### src/rtl/vga_pkg.sv
// Shared types and framebuffer geometry for the VGA display path.
package vga_pkg;

  localparam int unsigned H_RES    = 320;
  localparam int unsigned V_RES    = 200;
  localparam int unsigned FB_WORDS = H_RES * V_RES;

  typedef logic [11:0] pixel_t;

  typedef struct packed {
    logic [8:0] x;
    logic [7:0] y;
    logic [8:0] w;
    logic [7:0] h;
    pixel_t     color;
  } fill_cmd_t;

  typedef enum logic [1:0] {
    StIdle,
    StSetup,
    StFill,
    StDone
  } fill_state_t;

endpackage

### src/rtl/vga_fill_clip.sv
// Combinational clip of a fill rectangle against the framebuffer.
// Clipping is compiled in only when VGA_FILL_CLIP_EN is defined; otherwise w/h pass through.
module vga_fill_clip #(
  parameter int unsigned H_RES = 320,
  parameter int unsigned V_RES = 200
) (
  input  logic [8:0] x,
  input  logic [7:0] y,
  input  logic [8:0] w,
  input  logic [7:0] h,
  output logic [8:0] ew,
  output logic [7:0] eh
);

`ifdef VGA_FILL_CLIP_EN
  localparam logic [8:0] HMax = 9'(H_RES);
  localparam logic [7:0] VMax = 8'(V_RES);

  logic [8:0] room_x;
  logic [7:0] room_y;

  // Only meaningful when the origin is inside the buffer; the outer select covers the rest.
  assign room_x = HMax - x;
  assign room_y = VMax - y;

  assign ew = (x >= HMax) ? 9'd0 : ((w > room_x) ? room_x : w);
  assign eh = (y >= VMax) ? 8'd0 : ((h > room_y) ? room_y : h);
`else
  logic unused_xy;

  assign unused_xy = ^{x, y};
  assign ew        = w;
  assign eh        = h;
`endif

endmodule

### src/rtl/vga_rect_fill.sv
// Rectangle-fill engine: one pixel write per clock, raster order, into the linear framebuffer.
// Define VGA_FILL_CLIP_EN to clip rectangles to the framebuffer bounds.
module vga_rect_fill #(
  parameter int unsigned H_RES = 320,
  parameter int unsigned V_RES = 200
) (
  input  logic        main_clk,
  input  logic        rst_n,
  input  logic        cmd_valid,
  output logic        cmd_ready,
  input  logic [8:0]  cmd_x,
  input  logic [7:0]  cmd_y,
  input  logic [8:0]  cmd_w,
  input  logic [7:0]  cmd_h,
  input  logic [11:0] cmd_color,
  input  logic        abort,
  output logic        busy,
  output logic        done,
  output logic        do_write,
  output logic [15:0] write_addr,
  output logic [11:0] write_data
);
  import vga_pkg::*;

  fill_state_t state_q;
  fill_cmd_t   cmd_in;
  fill_cmd_t   cmd_q;
  logic [8:0]  ew;
  logic [7:0]  eh;
  logic [8:0]  ew_q;
  logic [7:0]  eh_q;
  logic [15:0] base;
  logic [15:0] base_q;
  logic [8:0]  cx_q;
  logic [7:0]  ry_q;

  assign cmd_in = {cmd_x, cmd_y, cmd_w, cmd_h, cmd_color};
  assign busy   = ~cmd_ready;

  vga_fill_clip #(
    .H_RES (H_RES),
    .V_RES (V_RES)
  ) u_clip (
    .x  (cmd_q.x),
    .y  (cmd_q.y),
    .w  (cmd_q.w),
    .h  (cmd_q.h),
    .ew (ew),
    .eh (eh)
  );

  // y*320 + x as shifts; wraps modulo 2^16 for out-of-range origins.
  assign base = {cmd_q.y, 8'b0} + {2'b0, cmd_q.y, 6'b0} + {7'b0, cmd_q.x};

  always_ff @(posedge main_clk or negedge rst_n) begin
    if (!rst_n) begin
      state_q    <= StIdle;
      cmd_q      <= '0;
      ew_q       <= '0;
      eh_q       <= '0;
      base_q     <= '0;
      cx_q       <= '0;
      ry_q       <= '0;
      cmd_ready  <= 1'b1;
      done       <= 1'b0;
      do_write   <= 1'b0;
      write_addr <= '0;
      write_data <= '0;
    end else begin
      done     <= 1'b0;
      do_write <= 1'b0;
      unique case (state_q)
        StIdle: begin
          // Ready stays low for the done cycle and rises on the edge after it.
          cmd_ready <= 1'b1;
          if (cmd_valid && cmd_ready) begin
            cmd_q     <= cmd_in;
            cmd_ready <= 1'b0;
            state_q   <= StSetup;
          end
        end
        StSetup: begin
          if (abort) begin
            cmd_ready <= 1'b1;
            state_q   <= StIdle;
          end else begin
            ew_q    <= ew;
            eh_q    <= eh;
            base_q  <= base;
            cx_q    <= '0;
            ry_q    <= '0;
            state_q <= (ew == 9'd0 || eh == 8'd0) ? StDone : StFill;
          end
        end
        StFill: begin
          if (abort) begin
            cmd_ready <= 1'b1;
            state_q   <= StIdle;
          end else begin
            do_write   <= 1'b1;
            write_addr <= base_q + {7'b0, cx_q};
            write_data <= cmd_q.color;
            if (cx_q == ew_q - 9'd1) begin
              cx_q   <= '0;
              base_q <= base_q + 16'(H_RES);
              ry_q   <= ry_q + 8'd1;
              if (ry_q == eh_q - 8'd1) begin
                state_q <= StDone;
              end
            end else begin
              cx_q <= cx_q + 9'd1;
            end
          end
        end
        StDone: begin
          done    <= 1'b1;
          state_q <= StIdle;
        end
        default: state_q <= StIdle;
      endcase
    end
  end

endmodule

### config.mk
export PLATFORM = sky130hd
export DESIGN_NAME = vga_rect_fill
export DESIGN_NICKNAME = d
export VERILOG_FILES = /design/src/rtl/vga_pkg.sv /design/src/rtl/vga_fill_clip.sv /design/src/rtl/vga_rect_fill.sv
export SDC_FILE = /design/constraint.sdc
export NUM_CORES = 1
export LEC_CHECK = 0
export ABC_AREA = 1
export BUFFER_PORTS_ARGS = -buffer_cell sky130_fd_sc_hd__clkbuf_2
export CAP_MARGIN = 0
export CORE_ASPECT_RATIO = 1.75
export CORE_MARGIN = 2
export CORE_UTILIZATION = 63
export DETAILED_ROUTE_END_ITERATION = 10
export PLACE_DENSITY = 0.85
export SLEW_MARGIN = 20
export SYNTH_ARGS = -nofsm -noshare
export SYNTH_HDL_FRONTEND = slang
export SYNTH_SLANG_ARGS = --single-unit
### constraint.sdc
create_clock -name main_clk -period 5.5 [get_ports main_clk]
set_clock_uncertainty 0.15 [all_clocks]
set_input_delay 0.55 -clock main_clk [delete_from_list [all_inputs] [get_ports main_clk]]
set_output_delay 0.55 -clock main_clk [all_outputs]
set_load 0.03 [all_outputs]
Word level (Yosys, flattened, before mapping)
Cells that the tools add are included.
{"block": "totals", "register_bits": 129, "input_bits": 50, "wordCells": 78}
{"block": "classes", "n_reduce_logical": 15, "eq_ne": 12, "bitwise_logic": 2, "add_sub_neg": 8, "n_mux": 25}
{"cell": "$mux W16", "n": 3}
{"cell": "$add A16 B9 Y16", "n": 2}
{"cell": "$pmux W16 S2", "n": 1}
{"cell": "$mux W9", "n": 3}
{"cell": "$mux W8", "n": 3}
{"cell": "$pmux W9 S2", "n": 1}
{"cell": "$add A16 B14 Y16", "n": 1}
{"cell": "$add A16 B9 Y16 const B", "n": 1}
{"cell": "$pmux W8 S2", "n": 1}
{"cell": "$mux W2", "n": 5}
{"cell": "$add A9 B1 Y9 const B", "n": 1}
{"cell": "$eq A9 B9 Y1", "n": 1}
{"cell": "$logic_not A9 Y1", "n": 1}
{"cell": "$sub A9 B1 Y9 const B", "n": 1}
{"cell": "$add A8 B1 Y8 const B", "n": 1}
{"cell": "$eq A8 B8 Y1", "n": 1}
{"cell": "$logic_not A8 Y1", "n": 1}
{"cell": "$ne A2 B2 Y1 const B", "n": 4}
{"cell": "$pmux W2 S4", "n": 1}
{"cell": "$reduce_and A2 Y1", "n": 4}
{"cell": "$sub A8 B1 Y8 const B", "n": 1}
{"cell": "$mux W1", "n": 6}
{"cell": "$ne A3 B3 Y1 const B", "n": 2}
{"cell": "$reduce_and A3 Y1", "n": 2}
{"cell": "other kinds (11)", "n": 14}

Logic depth before layout (Yosys ltp)
{"block": "logic_depth", "word_depth": 6, "mapped_depth": 17, "ltp_nobuf": 16}

By module
A second synthesis with hierarchy kept.
{"block": "hier_totals", "hier_cells": 842, "area_unflattened_um2": 7173.1}
{"module": "vga_rect_fill", "instances": 1, "cells_per_inst": 825, "area_per_inst_um2": 7045.5}
{"module": "vga_fill_clip", "instances": 1, "cells_per_inst": 17, "area_per_inst_um2": 127.6}

Least setup slack after synthesis
No wires, ideal clock.
{"block": "synth_timing", "kind": "register -> register", "startpoint": "register cmd_q[29] (netlist name)", "endpoint": "register base_q[15]", "t_arrival_ps": 2014, "synth_period_minus_slack_ps": 2280, "stages_incl_launch_ff": 14, "setup_ps": 116, "setup_slack_ps": 3220, "path_cell_list": "dfrtp_1 inv_1 fa_1 fa_1 inv_1 nand3_1 nand2_1 nand4_1 nand2_1 a21oi_1 o21ai_0 nand2_1 nand2_1 nand2_1"}
{"block": "synth_via", "elab_chain_cells": 4}
{"element": "start, declared", "line_no": "vga_rect_fill.sv:27", "text": "fill_cmd_t cmd_q;"}
{"element": "start signal, assigned", "line_no": "vga_rect_fill.sv:77", "text": "cmd_q <= cmd_in;"}
{"element": "$add A16 B14 Y16", "line_no": "vga_rect_fill.sv:53", "text": "assign base = {cmd_q.y, 8'b0} + {2'b0, cmd_q.y, 6'b0} + {7'b0, cmd_q.x};"}
{"element": "$add A16 B9 Y16", "line_no": "vga_rect_fill.sv:53"}
{"element": "$mux W16", "line_no": "vga_rect_fill.sv:83", "text": "if (abort) begin"}
{"element": "$pmux W16 S2", "line_no": "vga_rect_fill.sv:72", "text": "unique case (state_q)"}
{"element": "end signal, assigned", "line_no": "vga_rect_fill.sv:89", "text": "base_q <= base;"}
{"element": "end signal, assigned", "line_no": "vga_rect_fill.sv:105", "text": "base_q <= base_q + 16'(H_RES);"}
{"element": "end, declared", "line_no": "vga_rect_fill.sv:33", "text": "logic [15:0] base_q;"}
Every way passes these cells. The select of a mux whose other input is x is not followed.
A chain may end at the register's enable or synchronous reset.

Worst setup path in the final report
{"block": "layout_timing", "startpoint": "register state_q[0]", "endpoint": "register write_addr[10]"}
{"block": "layout_via", "elab_chain_cells": 2}
{"element": "start, declared", "line_no": "vga_rect_fill.sv:25", "text": "fill_state_t state_q;"}
{"element": "start signal, assigned", "line_no": "vga_rect_fill.sv:57", "text": "state_q <= StIdle;"}
{"element": "start signal, assigned", "line_no": "vga_rect_fill.sv:79", "text": "state_q <= StSetup;"}
{"element": "start signal, assigned", "line_no": "vga_rect_fill.sv:85", "text": "state_q <= StIdle;"}
{"element": "$eq A2 B2 Y1", "line_no": "vga_rect_fill.sv:72"}
{"element": "$reduce_and A2 Y1 (no source line)"}
{"element": "end signal, assigned", "line_no": "vga_rect_fill.sv:101", "text": "write_addr <= base_q + {7'b0, cx_q};"}
{"element": "end, declared", "line_no": "vga_rect_fill.sv:20", "text": "output logic [15:0] write_addr,"}
Every way passes these cells.

==> run summary <==
Fmax: 280 MHz
CP Max Fanout: 34
RSZ-0062 raised after global routing: false
Chip Height: 144 µm
Aggregate global routing overflow: 0
TritonCTS buffer count: 17
Worst vdd ir: 0.406 mV
Fraction of layout cells with a size suffix above 1: 17.0%
Sequential Area: 0.00323 mm²
Minimum clock period: 3.57 ns
Post-synth EDFFs: 0
Via density: 5.49
Synth area leaders: dfrtp_1 (46%), nand2_1 (12%), ha_1 (5.9%)
PwrDens: 634 mW/mm²
Sw Ratio: 43.3%
Fin Setup TNS: 0 ns
Final HPWL DP: 10900 µm
Rel. slew slack: 33.6%
Max Cap Viol: 0
Slowest-stage cell, CP: ha_1
Worst R2R Setup Slack: 1.93 ns
Launch point of the worst path: state_q[0]
# setup viols final: 0
I/O pin total: 82
Synth Flop Type: dfrtp_1
Worst r2r dst: write_addr[10]
First-pass GRT wire length: 26900 µm
PortBufs: 81
CTS clock-pin slew for the worst setup and hold paths: 0.06 ns
Final core utilization: 73.9%
Req. time, crit path: 5.65 ns
Die X: 83.8 µm
Sw power: 2.23 mW
CTS Sinks: 129
Drt initial violations: 334
Initial core utilization: 63.9%
Largest net degree at the start of global routing: 81
Die Area: 0.0120 mm²
Vias: 5923
CTS HTree Levels: 4
Min Hold Slack: 0.205 ns
Clock buffer depth: 2
Final WL: 15600 µm
CP Class: register to register
Most frequent cells in the layout: nand2_1 (225), dfrtp_1 (128), inv_1 (90), nor2_1 (90), clkbuf_2 (80)
Post-synth ARST share: 100%
Mapped cell area: 0.00702 mm²
Final GP Congestion: 0.936
TritonCTS clock tree: done
Layout Nets: 1020
N_diodes: 0
First-pass DRT Iterations: 5
Vias in the first global route: 6080
Area leader, netlist: dfrtp_1
Post-route ant nets: 0
Synth Instances: 854
Sequence of cells on the critical path: inv_1, ha_1, inv_1, nor2_4, inv_1, o31ai_1
Buf/Inv on CP: 3
CTS root buf: clkbuf_16
Filler cell count: 855
Leakage power: 4.18 nW
Synthesized area per cell: 8.22 µm²
Yosys warns: 0
Worst slew pin tran: 0.994 ns
FF-to-FF Start: state_q[0]
Hold crit path type: primary input to register
Crit end category: register
Multi-input gate area: 0.00331 mm²
Critical Path Stages: 6
Crit-path leading delay family: buffers and inverters
Final hold violation count: 0
Comb pwr share: 45.6%
Core box area: 0.0110 mm²
Crit path launch type: register
CP Capture Point: write_addr[10]
Max-slew violations: 0
Setup Fix Bufs, Post-CTS: 0
# DRC: 0
CP arrival: 3.73 ns
Reg2Reg Depth: 6
Period utilization: 64.9%
Netlist cell types: 41
Crit path top cell by count: inv_1
Initial antenna violation count: 0
Outcome: finished, final reports clean
Routed len/inst: 14.5 µm
FP Rows: 51
Leading cell type in the layout, fill and taps excluded: nand2_1
Skew-Pair Late Insertion Delay: 0.42 ns
Area Overhead vs Synth: 15.6%
Post-synthesis sequential area ratio: 46.0%
Share of power burned in registers: 32.7%
Internal Pwr Total: 2.91 mW
Register bit total from synthesis: 129
Clk network pwr share: 21.7%
GRT Util Overall: 28.2%
CP max stage delay: 0.67 ns
Syn Nets: 940
Yosys top cell area share: 45.6%
-- state kept, by name, summed over array words and instances, names as in the netlist --
register and count:
base_q 16, cmd_q 46, cmd_ready 1, cx_q 9, do_write 1, done 1, eh_q 8, ew_q 9
ry_q 8, state_q 2, write_addr 16, write_data 12
-- final cells by class --
cell class | count | area share [%]
multi-input cells | 604 | 40.8
flip-flops and latches | 129 | 39.8
clock buffers | 23 | 5.89
repair buffers | 85 | 5.59
inverters | 97 | 4.55
well taps | 132 | 2.04
clock inverters | 9 | 1.31
-- per-stage QoR --
step / instance area (µm²) / power, mW / instances / setup WS [ns]
after floorplan: 7020 / 3.41 / 854 / 3.22
after global placement: 7490 / 3.88 / 1045 / 2.18
after detailed placement: 7490 / 3.96 / 1045 / 1.97
after CTS: 8080 / 5.14 / 1077 / 1.94
after global routing: 8110 / 5.55 / 1079 / 1.71
final: 8110 / 5.14 / 1079 / 1.93
-- kinds of logic after synthesis --
logic type,share of synthesized area [%]
AND/OR/NAND/NOR,22.4
AO/OA/AOI/OAI,10.9
flip-flops,46.0
buffers and inverters,6.90
adder cells (fa/ha/maj),6.74
XOR/XNOR,4.10
multiplexers,2.87
-- power by group through the flow --
stage	Combinational [mW]	Sequential, mW	Clock [mW]
after floorplan	1.61	1.80	0
after global placement	2.21	1.67	0
after global routing	2.66	1.73	1.16
after detailed placement	2.29	1.68	0
after CTS	2.34	1.67	1.12
final	2.34	1.68	1.12
-- worst reg2reg max path, cell delays in order, from the launching register on --
cell and delay, ns:
dfrtp_1 0.41, inv_1 0.09, ha_1 0.67, inv_1 0.38
nor2_4 0.62, inv_1 0.65, o31ai_1 0.48
-- timing repair --
action | 4_1_cts | 5_1_grt
hold buffers | 0 | 1
hold endpoints to repair | 0 | 36
gates resized for setup | 0 | 0
-- synthesized netlist by cell type (all sizes together) (3+ instances only) --
master	n
a21oi	52
a31oi	7
buf	5
clkbuf	19
dfrtp	128
fa	3
ha	33
inv	97
mux2	17
nand2	227
nand3	33
nand4	10
nor2	95
nor3	5
nor4	3
o21ai	68
o22ai	5
o31ai	3
or2	4
xnor2	9
xor2	23
-- how the worst min path moves through the flow --
stage	from	depth (start not counted)	to	slack (ns)
3_3_place_gp	cmd_q[8]	2	write_data[8]	0.30
4_1_cts	rst_n	1	cmd_q[16]	0.19
6_report	cmd_x[7]	2	cmd_q[44]	0.21
5_1_grt	cmd_color[4]	2	cmd_q[4]	0.20
2_1_floorplan	rst_n	0	base_q[0]	0.10
3_5_place_dp	write_addr[0]	2	write_addr[0]	0.31
-- layer usage --
metal	track usage [%]	vias to the layer above	share of wire, %
li1	-	2922	-
met1	31.1	2789	39
met2	51.5	164	53
met3	6.03	48	4.4
met4	13.0	0	3.1
met5	0	-	0
Power figures use the tool's default switching activity.
